`src/rtl/mold_tx_pkg.sv`:
```
// Shared constants and FSM encoding for the MoldUDP64 transmitter.
// Optional build macro: MOLD_TX_SEQ_AUTO_EN (internal sequence numbering).
package mold_tx_pkg;
  localparam int HDR_LEN = 20;
  localparam int SID_W   = 80;
  localparam int SEQ_W   = 64;
  localparam int LEN_PFX = 2;
  localparam int OUT_B   = 8;
  localparam int BUF_B   = 16;
  localparam int IN_B    = OUT_B + LEN_PFX;
  localparam int FILL_W  = $clog2(BUF_B + 1);
  localparam int N_W     = $clog2(IN_B + 1);

  typedef enum logic [2:0] {IDLE, H0, H1, H2, MSG, FLUSH} mold_state_e;
endpackage

```
`src/rtl/mold_tx_packer.sv`:
```
// 16-byte byte packer: appends in_n bytes at the current fill, drains drain_n from the head.
module mold_tx_packer
  import mold_tx_pkg::*;
(
  input  logic                   clk,
  input  logic                   nreset,
  input  logic [N_W-1:0]         in_n,
  input  logic [IN_B*8-1:0]      in_data,
  input  logic [N_W-1:0]         drain_n,
  output logic [FILL_W-1:0]      fill,
  output logic [OUT_B*8-1:0]     head
);
  logic [BUF_B-1:0][7:0] buf_q, buf_nxt, in_ext;
  logic [FILL_W-1:0]     base, j;

  always_comb begin
    in_ext = '0;
    in_ext[IN_B-1:0] = in_data;
    base    = fill - FILL_W'(drain_n);
    buf_nxt = buf_q >> (8 * drain_n);
    j       = '0;
    // j wraps to a large value below base, so one unsigned compare bounds both ends
    for (int i = 0; i < BUF_B; i++) begin
      j = FILL_W'(i) - base;
      if (j < FILL_W'(in_n)) buf_nxt[i] = in_ext[j[$clog2(BUF_B)-1:0]];
    end
  end

  always_ff @(posedge clk) begin
    if (!nreset) begin
      buf_q <= '0;
      fill  <= '0;
    end else begin
      buf_q <= buf_nxt;
      fill  <= base + FILL_W'(in_n);
    end
  end

  assign head = buf_q[OUT_B-1:0];
endmodule

```
`src/rtl/mold_tx.sv`:
```
// MoldUDP64 packet builder: header + length-prefixed messages onto a 64-bit AXI stream.
// Define MOLD_TX_SEQ_AUTO_EN to number packets from an internal sequence register.
module mold_tx
  import mold_tx_pkg::*;
#(
  parameter int AXI_DATA_W = 64,
  parameter int AXI_KEEP_W = 8,
  parameter int ML_W       = 16
) (
  input  logic                  clk,
  input  logic                  nreset,
  input  logic                  pkt_v_i,
  input  logic [SID_W-1:0]      pkt_sid_i,
  input  logic [SEQ_W-1:0]      pkt_seq_i,
  input  logic [ML_W-1:0]       pkt_cnt_i,
  output logic                  pkt_ready_o,
  input  logic                  msg_v_i,
  input  logic                  msg_start_i,
  input  logic [ML_W-1:0]       msg_len_i,
  input  logic [AXI_KEEP_W-1:0] msg_mask_i,
  input  logic [AXI_DATA_W-1:0] msg_data_i,
  output logic                  msg_ready_o,
  output logic                  udp_axis_tvalid_o,
  output logic [AXI_KEEP_W-1:0] udp_axis_tkeep_o,
  output logic [AXI_DATA_W-1:0] udp_axis_tdata_o,
  output logic                  udp_axis_tlast_o,
  input  logic                  udp_axis_tready_i
);
  localparam int RW = FILL_W + 1;
  // A start beat adds up to IN_B bytes, so beats are only taken with that much room
  localparam logic [RW-1:0] RDY_MAX = RW'(BUF_B - IN_B);

  mold_state_e           state;
  logic                  pkt_ready_q, msg_ready_q;
  logic [SID_W-1:0]      sid_q;
  logic [SEQ_W-1:0]      seq_q;
  logic [ML_W-1:0]       cnt_q, msgs_left, rem_q, rem_nxt, pc;
  logic [HDR_LEN*8-1:0]  hdr;
  logic [FILL_W-1:0]     fill;
  logic [OUT_B*8-1:0]    head;
  logic [N_W-1:0]        in_n, drain_n, hdr_n;
  logic [IN_B*8-1:0]     in_data;
  logic [RW-1:0]         room, fill_nxt;
  logic                  tvalid, tlast, hs, hdr_go, msg_acc, msg_end, pkt_done;
`ifdef MOLD_TX_SEQ_AUTO_EN
  logic [SEQ_W-1:0]      seq_auto;
`endif

  mold_tx_packer u_packer (
    .clk     (clk),
    .nreset  (nreset),
    .in_n    (in_n),
    .in_data (in_data),
    .drain_n (drain_n),
    .fill    (fill),
    .head    (head)
  );

  assign hdr      = {sid_q, seq_q, cnt_q};
  assign tvalid   = (fill >= FILL_W'(OUT_B)) || (state == FLUSH && fill != '0);
  assign tlast    = state == FLUSH && fill != '0 && fill <= FILL_W'(OUT_B);
  assign hs       = tvalid && udp_axis_tready_i;
  assign drain_n  = !hs ? '0 : (fill >= FILL_W'(OUT_B)) ? N_W'(OUT_B) : N_W'(fill);
  assign room     = RW'(BUF_B) - RW'(fill) + RW'(drain_n);
  assign fill_nxt = RW'(fill) - RW'(drain_n) + RW'(in_n);
  assign pkt_done = state == FLUSH && ((hs && tlast) || fill == '0);

  always_comb begin
    pc = '0;
    for (int i = 0; i < AXI_KEEP_W; i++) pc = pc + ML_W'(msg_mask_i[i]);
  end

  assign msg_acc = msg_ready_q && msg_v_i;
  assign rem_nxt = (msg_start_i ? msg_len_i : rem_q) - pc;
  assign msg_end = msg_acc && rem_nxt == '0;

  always_comb begin
    in_data = '0;
    hdr_n   = '0;
    in_n    = '0;
    hdr_go  = 1'b0;
    case (state)
      H0: begin
        hdr_n = N_W'(8);
        for (int k = 0; k < 8; k++) in_data[8*k +: 8] = hdr[HDR_LEN*8-1-8*k -: 8];
      end
      H1: begin
        hdr_n = N_W'(8);
        for (int k = 0; k < 8; k++) in_data[8*k +: 8] = hdr[HDR_LEN*8-1-8*(k+8) -: 8];
      end
      H2: begin
        hdr_n = N_W'(4);
        for (int k = 0; k < 4; k++) in_data[8*k +: 8] = hdr[HDR_LEN*8-1-8*(k+16) -: 8];
      end
      MSG: begin
        if (msg_start_i) in_data = {msg_data_i, msg_len_i[7:0], msg_len_i[15:8]};
        else             in_data[AXI_DATA_W-1:0] = msg_data_i;
      end
      default: ;
    endcase
    // Header words wait for space so a stalled output never overflows the packer
    hdr_go = hdr_n != '0 && RW'(hdr_n) <= room;
    if (hdr_go)       in_n = hdr_n;
    else if (msg_acc) in_n = msg_start_i ? N_W'(pc) + N_W'(LEN_PFX) : N_W'(pc);
  end

  always_ff @(posedge clk) begin
    if (!nreset) begin
      state       <= IDLE;
      pkt_ready_q <= 1'b1;
      msg_ready_q <= 1'b0;
      sid_q       <= '0;
      seq_q       <= '0;
      cnt_q       <= '0;
      msgs_left   <= '0;
      rem_q       <= '0;
`ifdef MOLD_TX_SEQ_AUTO_EN
      seq_auto    <= SEQ_W'(1);
`endif
    end else begin
      case (state)
        IDLE: if (pkt_v_i && pkt_ready_q) begin
          state       <= H0;
          pkt_ready_q <= 1'b0;
          sid_q       <= pkt_sid_i;
          cnt_q       <= pkt_cnt_i;
          msgs_left   <= pkt_cnt_i;
`ifdef MOLD_TX_SEQ_AUTO_EN
          seq_q       <= seq_auto;
`else
          seq_q       <= pkt_seq_i;
`endif
        end
        H0: if (hdr_go) state <= H1;
        H1: if (hdr_go) state <= H2;
        H2: if (hdr_go) begin
          if (cnt_q != '0) begin
            state       <= MSG;
            msg_ready_q <= fill_nxt <= RDY_MAX;
          end else begin
            state <= FLUSH;
          end
        end
        MSG: begin
          if (msg_acc) rem_q <= rem_nxt;
          if (msg_end) msgs_left <= msgs_left - ML_W'(1);
          if (msg_end && msgs_left == ML_W'(1)) begin
            state       <= FLUSH;
            msg_ready_q <= 1'b0;
          end else begin
            msg_ready_q <= fill_nxt <= RDY_MAX;
          end
        end
        FLUSH: if (pkt_done) begin
          state       <= IDLE;
          pkt_ready_q <= 1'b1;
`ifdef MOLD_TX_SEQ_AUTO_EN
          seq_auto    <= seq_auto + SEQ_W'(cnt_q);
`endif
        end
        default: state <= IDLE;
      endcase
    end
  end

  always_comb begin
    udp_axis_tkeep_o = '0;
    for (int i = 0; i < AXI_KEEP_W; i++) udp_axis_tkeep_o[i] = tvalid && (fill > FILL_W'(i));
  end

  assign pkt_ready_o       = pkt_ready_q;
  assign msg_ready_o       = msg_ready_q;
  assign udp_axis_tvalid_o = tvalid;
  assign udp_axis_tlast_o  = tlast;
  assign udp_axis_tdata_o  = tvalid ? head : '0;
endmodule
```
`config.mk`:
```
export PLATFORM = sky130hd
export DESIGN_NAME = mold_tx
export DESIGN_NICKNAME = d
export VERILOG_FILES = /design/src/rtl/mold_tx_pkg.sv /design/src/rtl/mold_tx_packer.sv /design/src/rtl/mold_tx.sv
export SDC_FILE = /design/constraint.sdc
export NUM_CORES = 2
export LEC_CHECK = 0
export CORE_MARGIN = 4
export CORE_UTILIZATION = 40
export DETAILED_ROUTE_END_ITERATION = 8
export GPL_TIMING_DRIVEN = 0
export SYNTH_ARGS = -nofsm -noshare
export SYNTH_HDL_FRONTEND = slang
export SYNTH_SLANG_ARGS = --single-unit
```
`constraint.sdc`:
```
create_clock -name clk -period 22.1 [get_ports clk]
set_clock_uncertainty 0.05 [all_clocks]
set_input_delay 5.525 -clock clk [delete_from_list [all_inputs] [get_ports clk]]
set_output_delay 5.525 -clock clk [all_outputs]
set_load 0.05 [all_outputs]
```
==> results.toml <==
[pwr]
total_leakage_power_nw = 11.8
combPwrFrac_pct = 59.2
intPower_mw = 1.80
swShare_pct = 52.5
switchingPower_mw = 1.98
power_density_nw_per_um2 = 122
ir_drop_mv = 0.0691
pwr-share-seq_pct = 21.8
pwr-share-clk_pct = 19.0

[critical_path]
cp.required_ns = 22.51
rr_startpoint = "state[1]$_SDFFE_PN0P_"
crit_top_cell = "clkbuf_1"
critPathKind = "input pin to flop"
critical-path-slowest-cell = "a211oi_1"
worst_setup_path_end_kind = "flop"
max_stage_delay_ns = 0.88
crit_chain = "clkdlybuf4s50_1 > nand4_1 > buf_1 > clkbuf_1 > clkbuf_1 > fa_1 > inv_1 > clkbuf_1 > clkbuf_1 > ha_1 > xnor2_1 > clkbuf_1 > ha_1 > o21ai_0 > nand2b_1 > a211oi_1 > clkbuf_1 > clkbuf_1 > o211ai_1 > and3_1"
reg2reg_depth = 21
critPathLaunch = "udp_axis_tready_i"
worstPathMaxFanout = 13
arrival_ns = 16.37
timing.rr.end = "u_packer.head[7]$_SDFFE_PN0P_"
cpLargestDelayFamily = "buffers and inverters"
critPathBufInv = 10
r2r_slack_ns = 10.73
startpoint_type = "input pin"

[hold_path]
whs_endpoint = "sid_q[70]$_SDFFE_PN0P_"
min-delay-start = "sid_q[70]$_SDFFE_PN0P_"
hp-class = "flop to flop"
hold_depth = 2

[drt]
dr_total_vias = 28600
wl_met3_um = 17300
firstDrtPassIters = 9
topRoutingLayerUsed = "met5"
wl_met2_um = 58500
drtIter0Drc = 4346
wl_per_cell_um = 31.6
detail-route-antenna-nets = 0
wl_met1_um = 55700
drt_wl_total_um = 141000
avgViaCountPerCell = 6.43
drc = 3

[flow_run]
cap_violations = 1

[finish]
area_growth_pct = 23.0
final_common_cell = "nand2_1"
mostFrequentLayoutCells = "nand2_1, mux2i_1, dfxtp_1"
drive_gt1_share_pct = 6.18
fin_area_sq_um = 31000
nets = 3914

[sta]
max_freq_mhz = 62.7
period_needed_ns = 15.96
rsz0062_at_grt = "false"
slew_headroom_pct = 1.61
worst_slew_pin_slew_ns = 1.47
post-route-period-util_pct = 72.2
drv_slew = 0
hold_slack_ns = 0.403
setup_viol = 0
finalSetupTns_ns = 0
timing_hold_violations_final = 0

[floorplan]
initial_core_util_pct = 40.6
rows = 91
die_area_sq_um = 67000
die_x_um = 259
placeableCoreArea_sq_um = 62100
ioPinCount = 330
die_h_um = 259

[yosys]
synthCells = 3203
synth_warnings = 0
yosysTopAreaCell = "dfxtp_1"
async_reset_ff_share_pct = 0
ys_types = 85
ys.flop_type = "dfxtp_1"
yosys-top-cells-area = "dfxtp_1, mux2i_1, nand2_1, a21oi_1, ha_1"
synth.avg_cell_area_sq_um = 7.86
synth_edf_count = 0
ys_ff_latch = 330
seq_area_frac_synth_pct = 26.2
synthesis.area_sq_um = 25200
synth_top_cell_area_share_pct = 26.2
synth_nets = 3540

[grt]
overflow = 0
grt_pass1_vias = 26400
antenna_found_initial = 9
grt_pass1_wl_um = 196000
grt_usage_pct = 40.1
grt_max_degree = 18

[clock_network]
cts_buffer_depth = 3
cts.sinks = 330
post_cts_buffers = 0
cts-hold-fix-buffers = 0
insertion_delay_ns = 0.60
htreeDepth = 2
cts_buffers = 39
cts_resized = 0
cts_tree = "built"
clock-root-buffer = "clkbuf_16"
clk_pin_slew_worst_paths_ns = 0.06

[run_status]
violations = "DRC, capacitance limit"
status = "complete, but fails checks"

[placement]
dpl_cell_area_sq_um = 29600
dpl.hpwl_um = 115000
place.gp.congestion = 1.06
port_buffers = 328
-- worst min-delay path, stage by stage (launching register included) --
cell and delay (ns):
dfxtp_1 0.31, nand2_1 0.05, a21oi_1 0.05
-- layer usage --
metal | track usage (%) | vias up
met5 | 0 | -
met4 | 20.6 | 8
met3 | 10.7 | 469
met2 | 60.0 | 2138
met1 | 53.2 | 13500
li1 | - | 12500
-- synthesized netlist by cell type (25+ instances only) --
library cell  instances
buf_1                42
and2_1               86
a21oi_1             284
o221ai_1             51
nand2_1             613
o22ai_1              41
xnor2_1              32
mux4_2               31
nor3_1               52
dfxtp_1             330
mux2i_1             370
a221oi_1             25
o2bb2ai_1            29
clkbuf_1            183
nand3_1              69
inv_1                69
ha_1                 72
a22oi_1              68
o21ai_0             109
nor2_1              171
mux2_2               65
-- area by class of cell --
| type | count | area, sq um |
|---|---|---|
| buffer | 246 | 960 |
| fill | 6242 | 31100 |
| clock buffer | 52 | 1140 |
| inverter | 73 | 274 |
| clock inverter | 19 | 251 |
| timing repair buffer | 333 | 3320 |
| antenna | 4 | 10.0 |
| tap | 837 | 1050 |
| sequential | 330 | 6610 |
| multi-input combinational | 2554 | 17400 |
-- flip-flops by register name (all words and copies together), names as in the netlist --
signal          flops
msgs_left          16
sid_q              80
rem_q              16
u_packer.head      64
u_packer.fill       5
state               3
cnt_q              16
u_packer.buf_q     64
msg_ready_o         1
pkt_ready_o         1
seq_q              64
-- cells by family (layout without fill, tap and decap cells) --
logic type	count (synthesis)	after routing	synth area share [%]
adder cells (fa/ha/maj)	84	84	4.49
AO/OA/AOI/OAI	848	848	22.7
flip-flops	330	330	26.2
AND/OR/NAND/NOR	1115	1115	19.7
other	0	4	0
XOR/XNOR	41	41	1.54
multiplexers	466	466	20.4
buffers and inverters	319	723	4.90
-- per-stage QoR --
step                power, mW  cells  utilization [%]  worst slack (ns)
global placement         2.94   4368             47.5              6.12
floorplan                2.05   3203                -             10.77
detailed placement       2.95   4373             47.7              6.12
CTS                      3.67   4444             49.9              6.68
global route             3.89   4445             49.9              6.30
finish                   3.78   4448             49.9              6.14
-- worst max-delay path by stage --
| stage | to | slack [ns] | depth (start not counted) |
|---|---|---|---|
| after global placement | u_packer.head[7]$_SDFFE_PN0P_ | 6.12 | 20 |
| after CTS | u_packer.head[7]$_SDFFE_PN0P_ | 6.68 | 20 |
| after floorplan | u_packer.head[33]$_SDFF_PN0_ | 10.77 | 20 |
| after global routing | u_packer.head[7]$_SDFFE_PN0P_ | 6.30 | 20 |
| final | u_packer.head[7]$_SDFFE_PN0P_ | 6.14 | 20 |
| after detailed placement | u_packer.head[7]$_SDFFE_PN0P_ | 6.12 | 20 |
-- power by group through the flow --
| stage | sequential [mW] | clock (mW) | combinational (mW) |
|---|---|---|---|
| after global placement | 0.829 | 0 | 2.11 |
| after CTS | 0.817 | 0.719 | 2.13 |
| after global routing | 0.830 | 0.739 | 2.32 |
| after detailed placement | 0.830 | 0 | 2.12 |
| final | 0.822 | 0.720 | 2.24 |
| after floorplan | 0.780 | 0 | 1.27 |
No activity file was read; power rests on OpenSTA's default activity.
